### src/rtl/lsu_bus_if_pkg.sv
// Shared types and constants for the load/store bus interface.
package lsu_bus_if_pkg;

  typedef enum logic [1:0] {
    SZ_B = 2'd0,
    SZ_H = 2'd1,
    SZ_W = 2'd2,
    SZ_D = 2'd3
  } size_e;

  typedef enum logic [1:0] {
    ERR_OK       = 2'd0,
    ERR_MISALIGN = 2'd1,
    ERR_BUS      = 2'd2,
    ERR_TIMEOUT  = 2'd3
  } err_e;

  // FSM encoding kept as plain constants so older tools can share it.
  localparam logic [1:0] ST_IDLE = 2'd0;
  localparam logic [1:0] ST_REQ  = 2'd1;
  localparam logic [1:0] ST_WAIT = 2'd2;
  localparam logic [1:0] ST_RESP = 2'd3;

endpackage

### src/rtl/lsu_align.sv
// Byte-lane helper: alignment check, store lane shifting and load extract/extend.
module lsu_align
  import lsu_bus_if_pkg::*;
#(
  parameter int XLEN = 32
) (
  input  logic [$clog2(XLEN/8)-1:0] off,
  input  logic [1:0]                size,
  input  logic                      sext,
  input  logic [XLEN-1:0]           wdata,
  input  logic [XLEN-1:0]           rdata,
  output logic                      misalign,
  output logic [XLEN/8-1:0]         wstrb,
  output logic [XLEN-1:0]           wdata_lane,
  output logic [XLEN-1:0]           rdata_ext
);

  localparam int BW = XLEN / 8;
  localparam int OW = $clog2(BW);

  logic [XLEN-1:0] sh;
  logic [XLEN-1:0] mask;
  logic [7:0]      nmask;
  logic            sign;

  assign sh = rdata >> {off, 3'b000};

  // Per-size byte mask and sign bit of the right-justified load data.
  always_comb begin
    nmask = 8'hFF;
    mask  = '1;
    sign  = sh[XLEN-1];
    case (size)
      SZ_B: begin nmask = 8'h01; mask = XLEN'(8'hFF);         sign = sh[7];  end
      SZ_H: begin nmask = 8'h03; mask = XLEN'(16'hFFFF);      sign = sh[15]; end
      SZ_W: begin nmask = 8'h0F; mask = XLEN'(32'hFFFF_FFFF); sign = sh[31]; end
      default: begin nmask = 8'hFF; mask = '1; sign = sh[XLEN-1]; end
    endcase
  end

  // Dword on a 32-bit core is illegal; otherwise offset must be a multiple of the size.
  assign misalign = ((size == SZ_D) && (XLEN == 32)) ||
                    ((off & OW'((1 << size) - 1)) != '0);

  assign wstrb      = BW'(nmask) << off;
  assign wdata_lane = wdata << {off, 3'b000};
  // A full-width mask leaves ~mask empty, so word-on-32 and dword ignore sext.
  assign rdata_ext  = (sh & mask) | ((sext && sign) ? ~mask : '0);

endmodule

### src/rtl/lsu_bus_if.sv
// Load/store unit: one core request becomes one aligned bus transaction and one response.
module lsu_bus_if
  import lsu_bus_if_pkg::*;
#(
  parameter int XLEN    = 32,
  parameter int AW      = 32,
  parameter int TIMEOUT = 255
) (
  input  logic              clk,
  input  logic              rst,
  input  logic              req_valid,
  output logic              req_ready,
  input  logic              req_wen,
  input  logic [1:0]        req_size,
  input  logic              req_sext,
  input  logic [AW-1:0]     req_addr,
  input  logic [XLEN-1:0]   req_wdata,
  output logic              resp_valid,
  input  logic              resp_ready,
  output logic [XLEN-1:0]   resp_rdata,
  output logic [1:0]        resp_err,
  output logic              bus_req_valid,
  input  logic              bus_req_ready,
  output logic [AW-1:0]     bus_req_addr,
  output logic              bus_req_wen,
  output logic [XLEN-1:0]   bus_req_wdata,
  output logic [XLEN/8-1:0] bus_req_wstrb,
  input  logic              bus_resp_valid,
  input  logic [XLEN-1:0]   bus_resp_rdata,
  input  logic              bus_resp_err
);

  localparam int BW = XLEN / 8;
  localparam int OW = $clog2(BW);
  localparam int CW = $clog2(TIMEOUT + 1);

  logic [1:0]      state_q;
  logic [CW-1:0]   cnt_q;
  logic [AW-1:0]   addr_q;
  logic            wen_q;
  logic [1:0]      size_q;
  logic            sext_q;
  logic [XLEN-1:0] wdata_q;
  logic [XLEN-1:0] rdata_q;
  logic [1:0]      err_q;

  logic            in_idle, in_req, in_wait, in_resp;
  logic            accept, limit, resp_take, timeout_fire;
  logic [OW-1:0]   al_off;
  logic [1:0]      al_size;
  logic            misalign;
  logic [BW-1:0]   lane_strb;
  logic [XLEN-1:0] lane_wdata;
  logic [XLEN-1:0] load_data;

  assign in_idle = (state_q == ST_IDLE);
  assign in_req  = (state_q == ST_REQ);
  assign in_wait = (state_q == ST_WAIT);
  assign in_resp = (state_q == ST_RESP);

  assign accept    = in_idle && req_valid;
  assign resp_take = in_wait && bus_resp_valid;
  // cnt_q counts cycles already spent in REQ/WAIT, so this cycle is number cnt_q+1.
  assign limit        = (cnt_q == CW'(TIMEOUT - 1));
  assign timeout_fire = limit && ((in_req && !bus_req_ready) || (in_wait && !bus_resp_valid));

  // The alignment check looks at the incoming request; lane logic uses the latched one.
  assign al_off  = in_idle ? req_addr[OW-1:0] : addr_q[OW-1:0];
  assign al_size = in_idle ? req_size : size_q;

  lsu_align #(.XLEN(XLEN)) u_align (
    .off        (al_off),
    .size       (al_size),
    .sext       (sext_q),
    .wdata      (wdata_q),
    .rdata      (bus_resp_rdata),
    .misalign   (misalign),
    .wstrb      (lane_strb),
    .wdata_lane (lane_wdata),
    .rdata_ext  (load_data)
  );

  // Transaction FSM and timeout counter; reset abandons any transaction in flight.
  always_ff @(posedge clk) begin
    if (rst) begin
      state_q <= ST_IDLE;
      cnt_q   <= '0;
    end else begin
      case (state_q)
        ST_IDLE: begin
          if (accept) begin
            state_q <= misalign ? ST_RESP : ST_REQ;
            cnt_q   <= '0;
          end
        end
        ST_REQ: begin
          cnt_q <= cnt_q + CW'(1);
          if (bus_req_ready)  state_q <= ST_WAIT;
          else if (limit)     state_q <= ST_RESP;
        end
        ST_WAIT: begin
          cnt_q <= cnt_q + CW'(1);
          if (bus_resp_valid) state_q <= ST_RESP;
          else if (limit)     state_q <= ST_RESP;
        end
        default: begin
          if (resp_ready) state_q <= ST_IDLE;
        end
      endcase
    end
  end

  // Request latch and response capture; outputs are gated by state, so no reset needed.
  always_ff @(posedge clk) begin
    if (accept) begin
      addr_q  <= req_addr;
      wen_q   <= req_wen;
      size_q  <= req_size;
      sext_q  <= req_sext;
      wdata_q <= req_wdata;
      if (misalign) begin
        rdata_q <= '0;
        err_q   <= ERR_MISALIGN;
      end
    end
    if (resp_take) begin
      rdata_q <= (wen_q || bus_resp_err) ? '0 : load_data;
      err_q   <= bus_resp_err ? ERR_BUS : ERR_OK;
    end else if (timeout_fire) begin
      rdata_q <= '0;
      err_q   <= ERR_TIMEOUT;
    end
  end

  assign req_ready     = in_idle;
  assign resp_valid    = in_resp;
  assign resp_rdata    = in_resp ? rdata_q : '0;
  assign resp_err      = in_resp ? err_q : ERR_OK;
  assign bus_req_valid = in_req;
  assign bus_req_addr  = in_req ? (addr_q & ~AW'(BW - 1)) : '0;
  assign bus_req_wen   = in_req && wen_q;
  assign bus_req_wdata = (in_req && wen_q) ? lane_wdata : '0;
  assign bus_req_wstrb = in_req ? (wen_q ? lane_strb : '1) : '0;

endmodule
### config.mk
export PLATFORM = sky130hd
export DESIGN_NAME = lsu_bus_if
export DESIGN_NICKNAME = d
export VERILOG_FILES = /design/src/rtl/lsu_bus_if_pkg.sv /design/src/rtl/lsu_align.sv /design/src/rtl/lsu_bus_if.sv
export SDC_FILE = /design/constraint.sdc
export NUM_CORES = 1
export LEC_CHECK = 0
export BUFFER_PORTS_ARGS = -buffer_cell sky130_fd_sc_hd__buf_2
export CAP_MARGIN = 0
export CORE_ASPECT_RATIO = 0.8
export CORE_MARGIN = 1
export CORE_UTILIZATION = 36
export DETAILED_ROUTE_END_ITERATION = 8
export PLACE_DENSITY = 0.61
export SYNTH_ARGS = -nofsm -noshare
export SYNTH_HDL_FRONTEND = slang
export SYNTH_SLANG_ARGS = --single-unit
### constraint.sdc
create_clock -name clk -period 4.7 [get_ports clk]
set_input_delay 0.235 -clock clk [delete_from_list [all_inputs] [get_ports clk]]
set_output_delay 0.235 -clock clk [all_outputs]
set_load 0.01 [all_outputs]
==> impl_results.md <==
* Status: completed
* Switching share of power at 36.8%
* Buf/Inv on CP at 2
* Final #Nets at 846
* IO Pins at 213
* Antenna diodes at 0
* Unique masters post-synth at 44
* DR pass1 iterations at 5
* RD Place Congestion at 0.883
* Final core occ at 47.3%
* Tcrit/Tclk final at 79.1%
* Mapped Area at 5570 um2
* Final Setup Violations at 0
* CP endpoint kind: primary output
* Area share of the largest cell type after synthesis at 55.0%
* Fin crit period at 3720 ps
* Comb power frac at 37.7%
* Vias per Instance at 4.93
* Synth area leaders: edfxtp_1 55%, and2_1 7.4%, nand2_1 6.1%
* Crit-path cells: inv_1 > ha_1 > mux2_2 > nor2_2 > a211oi_1 > nor2_1 > buf_2
* Finished Layout Cells at 947
* Critical path data required time at 4470 ps
* Max-slew violations at 0
* DP Area at 6800 um2
* Power after layout at 3.66 mW
* Post-DP HPWL at 11000 um
* Critical path launch point type: flop
* Hold Crit Depth at 1
* Routed len/inst at 15.7 um
* Power Dens Cells at 514 nW/um2
* Worst Setup Slack, final at 983 ps
* CP Max Fanout at 42
* Async SR Flop Fraction at 0%
* # hold bufs at CTS at 0
* RSZ-0062 raised after global routing: no
* Final Skew at 6.53 ps
* Reg2Reg Depth at 7
* Share of cells above drive strength 1 at 32.4%
* Final hold violations at 0
* Clock power frac at 22.4%
* Pin count of the biggest net entering global routing at 69
* Leak at 3.20 nW
* Commonest non-fill, non-tap cell in the layout: buf_2
* Total congestion overflow at 0
* Synth area leader: edfxtp_1
* Inst Count DP at 931
* Total CTS buffers at 9
* Max H-tree Level at 3
* First-pass GRT wire length at 22800 um
* Cells after Synth at 534
* Worst Hold End: addr_q[3]
* Die W at 141 um
* Most used flip-flop cell after synthesis: edfxtp_1
* Total Routing Usage GR at 18.7%
* Post-CTS sizing at 0
* Synth warn at 0
* Max-slew headroom at 35.6%
* Tightest Hold Check Type: in -> reg
* Slowest CP cell: nor2_2
* Reg2reg start: state_q[0]
* Drt total wl at 14900 um
* Port-buffer cells at 210
* Initial DRC Count at 396
* Die Y at 113 um
* EDFF count, synth at 102
* Final instance area at 7120 um2
* Worst-Skew Late Latency at 350 ps
* Post-Place Setup Slack at 1300 ps
* CTS tree: built
* Syn Area/Cell at 10.4 um2
* Max-cap violations at 0
* Internal power at 2.31 mW
* # DRC at 0
* Hold Startpoint: req_addr[3]
* Reg clk slew, reported paths at 70 ps
* Clock sink total at 112
* Max Freq at 0.269 GHz
* Sum of negative setup slack at 0 ps
* Sequential share of power at 39.9%
* VDD IR max at 0.000282 V
* Core area at 15100 um2
* Critical R2R Capture: rdata_q[20]
* Most frequent cells in the layout: 210 x buf_2, 102 x edfxtp_1, 90 x nand2_1
* Die area at 16000 um2
* Critical path class: reg -> out
* DRT antenna net count at 0
* Hold WS at 48.4 ps
* Post-CTS Setup Bufs at 0
* Reg2Reg Setup Slack at 1230 ps
* Clock Tree Root: clkbuf_16
* Worst stage delay on the critical path at 750 ps
* NetSw at 1.35 mW
* Area Growth Syn to Fin at 27.9%
* Post-synthesis sequential area ratio at 58.6%
* Worst endpoint data arrival time at 3480 ps
* Worst path top cell family by delay: simple AND/OR/NAND/NOR gates
* Clock Path Buffers at 2
* Worst-Margin Slew at 965 ps
* Starting Density at 36.9%
* Cell Rows at 40
* Vias at 4669
* Yosys reg bits at 112
* Number of global-route vias before repair at 4439
* Initial antenna violation count at 0
kinds of logic (layout without fill, tap and decap cells):
group                    Yosys count  count (layout)  synth area share (%)
adder cells (fa/ha/maj)            7               7                  1.57
XOR/XNOR                           7               7                  1.10
AND/OR/NAND/NOR                  238             238                  21.4
buffers and inverters             46             248                  3.69
other                              1               2                0.0674
flip-flops                       112             112                  58.6
multiplexers                      10              10                  1.87
AO/OA/AOI/OAI                    113             113                  11.7
power groups by stage:
stage | clock (mW) | sequential [mW] | combinational [mW]
global route | 0.879 | 1.48 | 1.52
detailed placement | 0 | 1.48 | 1.38
CTS | 0.847 | 1.46 | 1.39
floorplan | 0 | 1.46 | 0.944
finish | 0.821 | 1.46 | 1.38
global placement | 0 | 1.48 | 1.36
synthesized netlist by cell type, types with 3 or more instances:
cell type,number
dfxtp_1,10
clkbuf_1,19
a211oi_1,9
and2_1,66
nor3b_1,3
edfxtp_1,102
a21oi_1,53
buf_2,5
o21ai_1,4
xnor2_1,3
inv_1,16
xor2_1,4
and3_1,25
mux2i_1,7
nand2_1,90
nand4_1,3
nor2_1,36
a311oi_1,8
buf_4,3
o21ai_0,28
mux2_2,3
ha_1,7
sequential cells by signal, indices dropped and copies added, names as in the netlist:
name / cells
cnt_q: 8
err_q: 2
rdata_q: 32
size_q: 2
state_q: 2
wdata_q: 32
wen_q: 1
sext_q: 1
addr_q: 32
per-layer routing:
metal	vias up	share of wire, %	wire [um]	track usage (%)
met5	-	0	0	0
met4	0	2.0	296	7.97
met3	26	7.9	1170	5.71
met2	209	46	6780	28.7
met1	2160	45	6620	24.4
li1	2274	-	-	-
worst max path at each step:
stage / to / depth (start not counted) / startpoint / slack (ps)
after global placement: bus_req_wstrb[2] / 7 / state_q[1] / 1460
after CTS: bus_req_wstrb[2] / 7 / state_q[1] / 990
after global routing: bus_req_wdata[30] / 8 / state_q[0] / 730
after detailed placement: rdata_q[17] / 7 / state_q[1] / 1300
final: bus_req_wstrb[2] / 7 / state_q[0] / 980
after floorplan: err_q[0] / 7 / state_q[1] / 520
cell type report:
type	instances	area, um2
multi-input cells	377	2120
inverters	16	60.1
flip-flops and latches	112	3260
well taps	210	263
fillers	1417	7950
clock inverters	6	90.1
repair buffers	216	1100
clock buffers	10	229
Note: power is estimated with default switching activity, not from simulation.
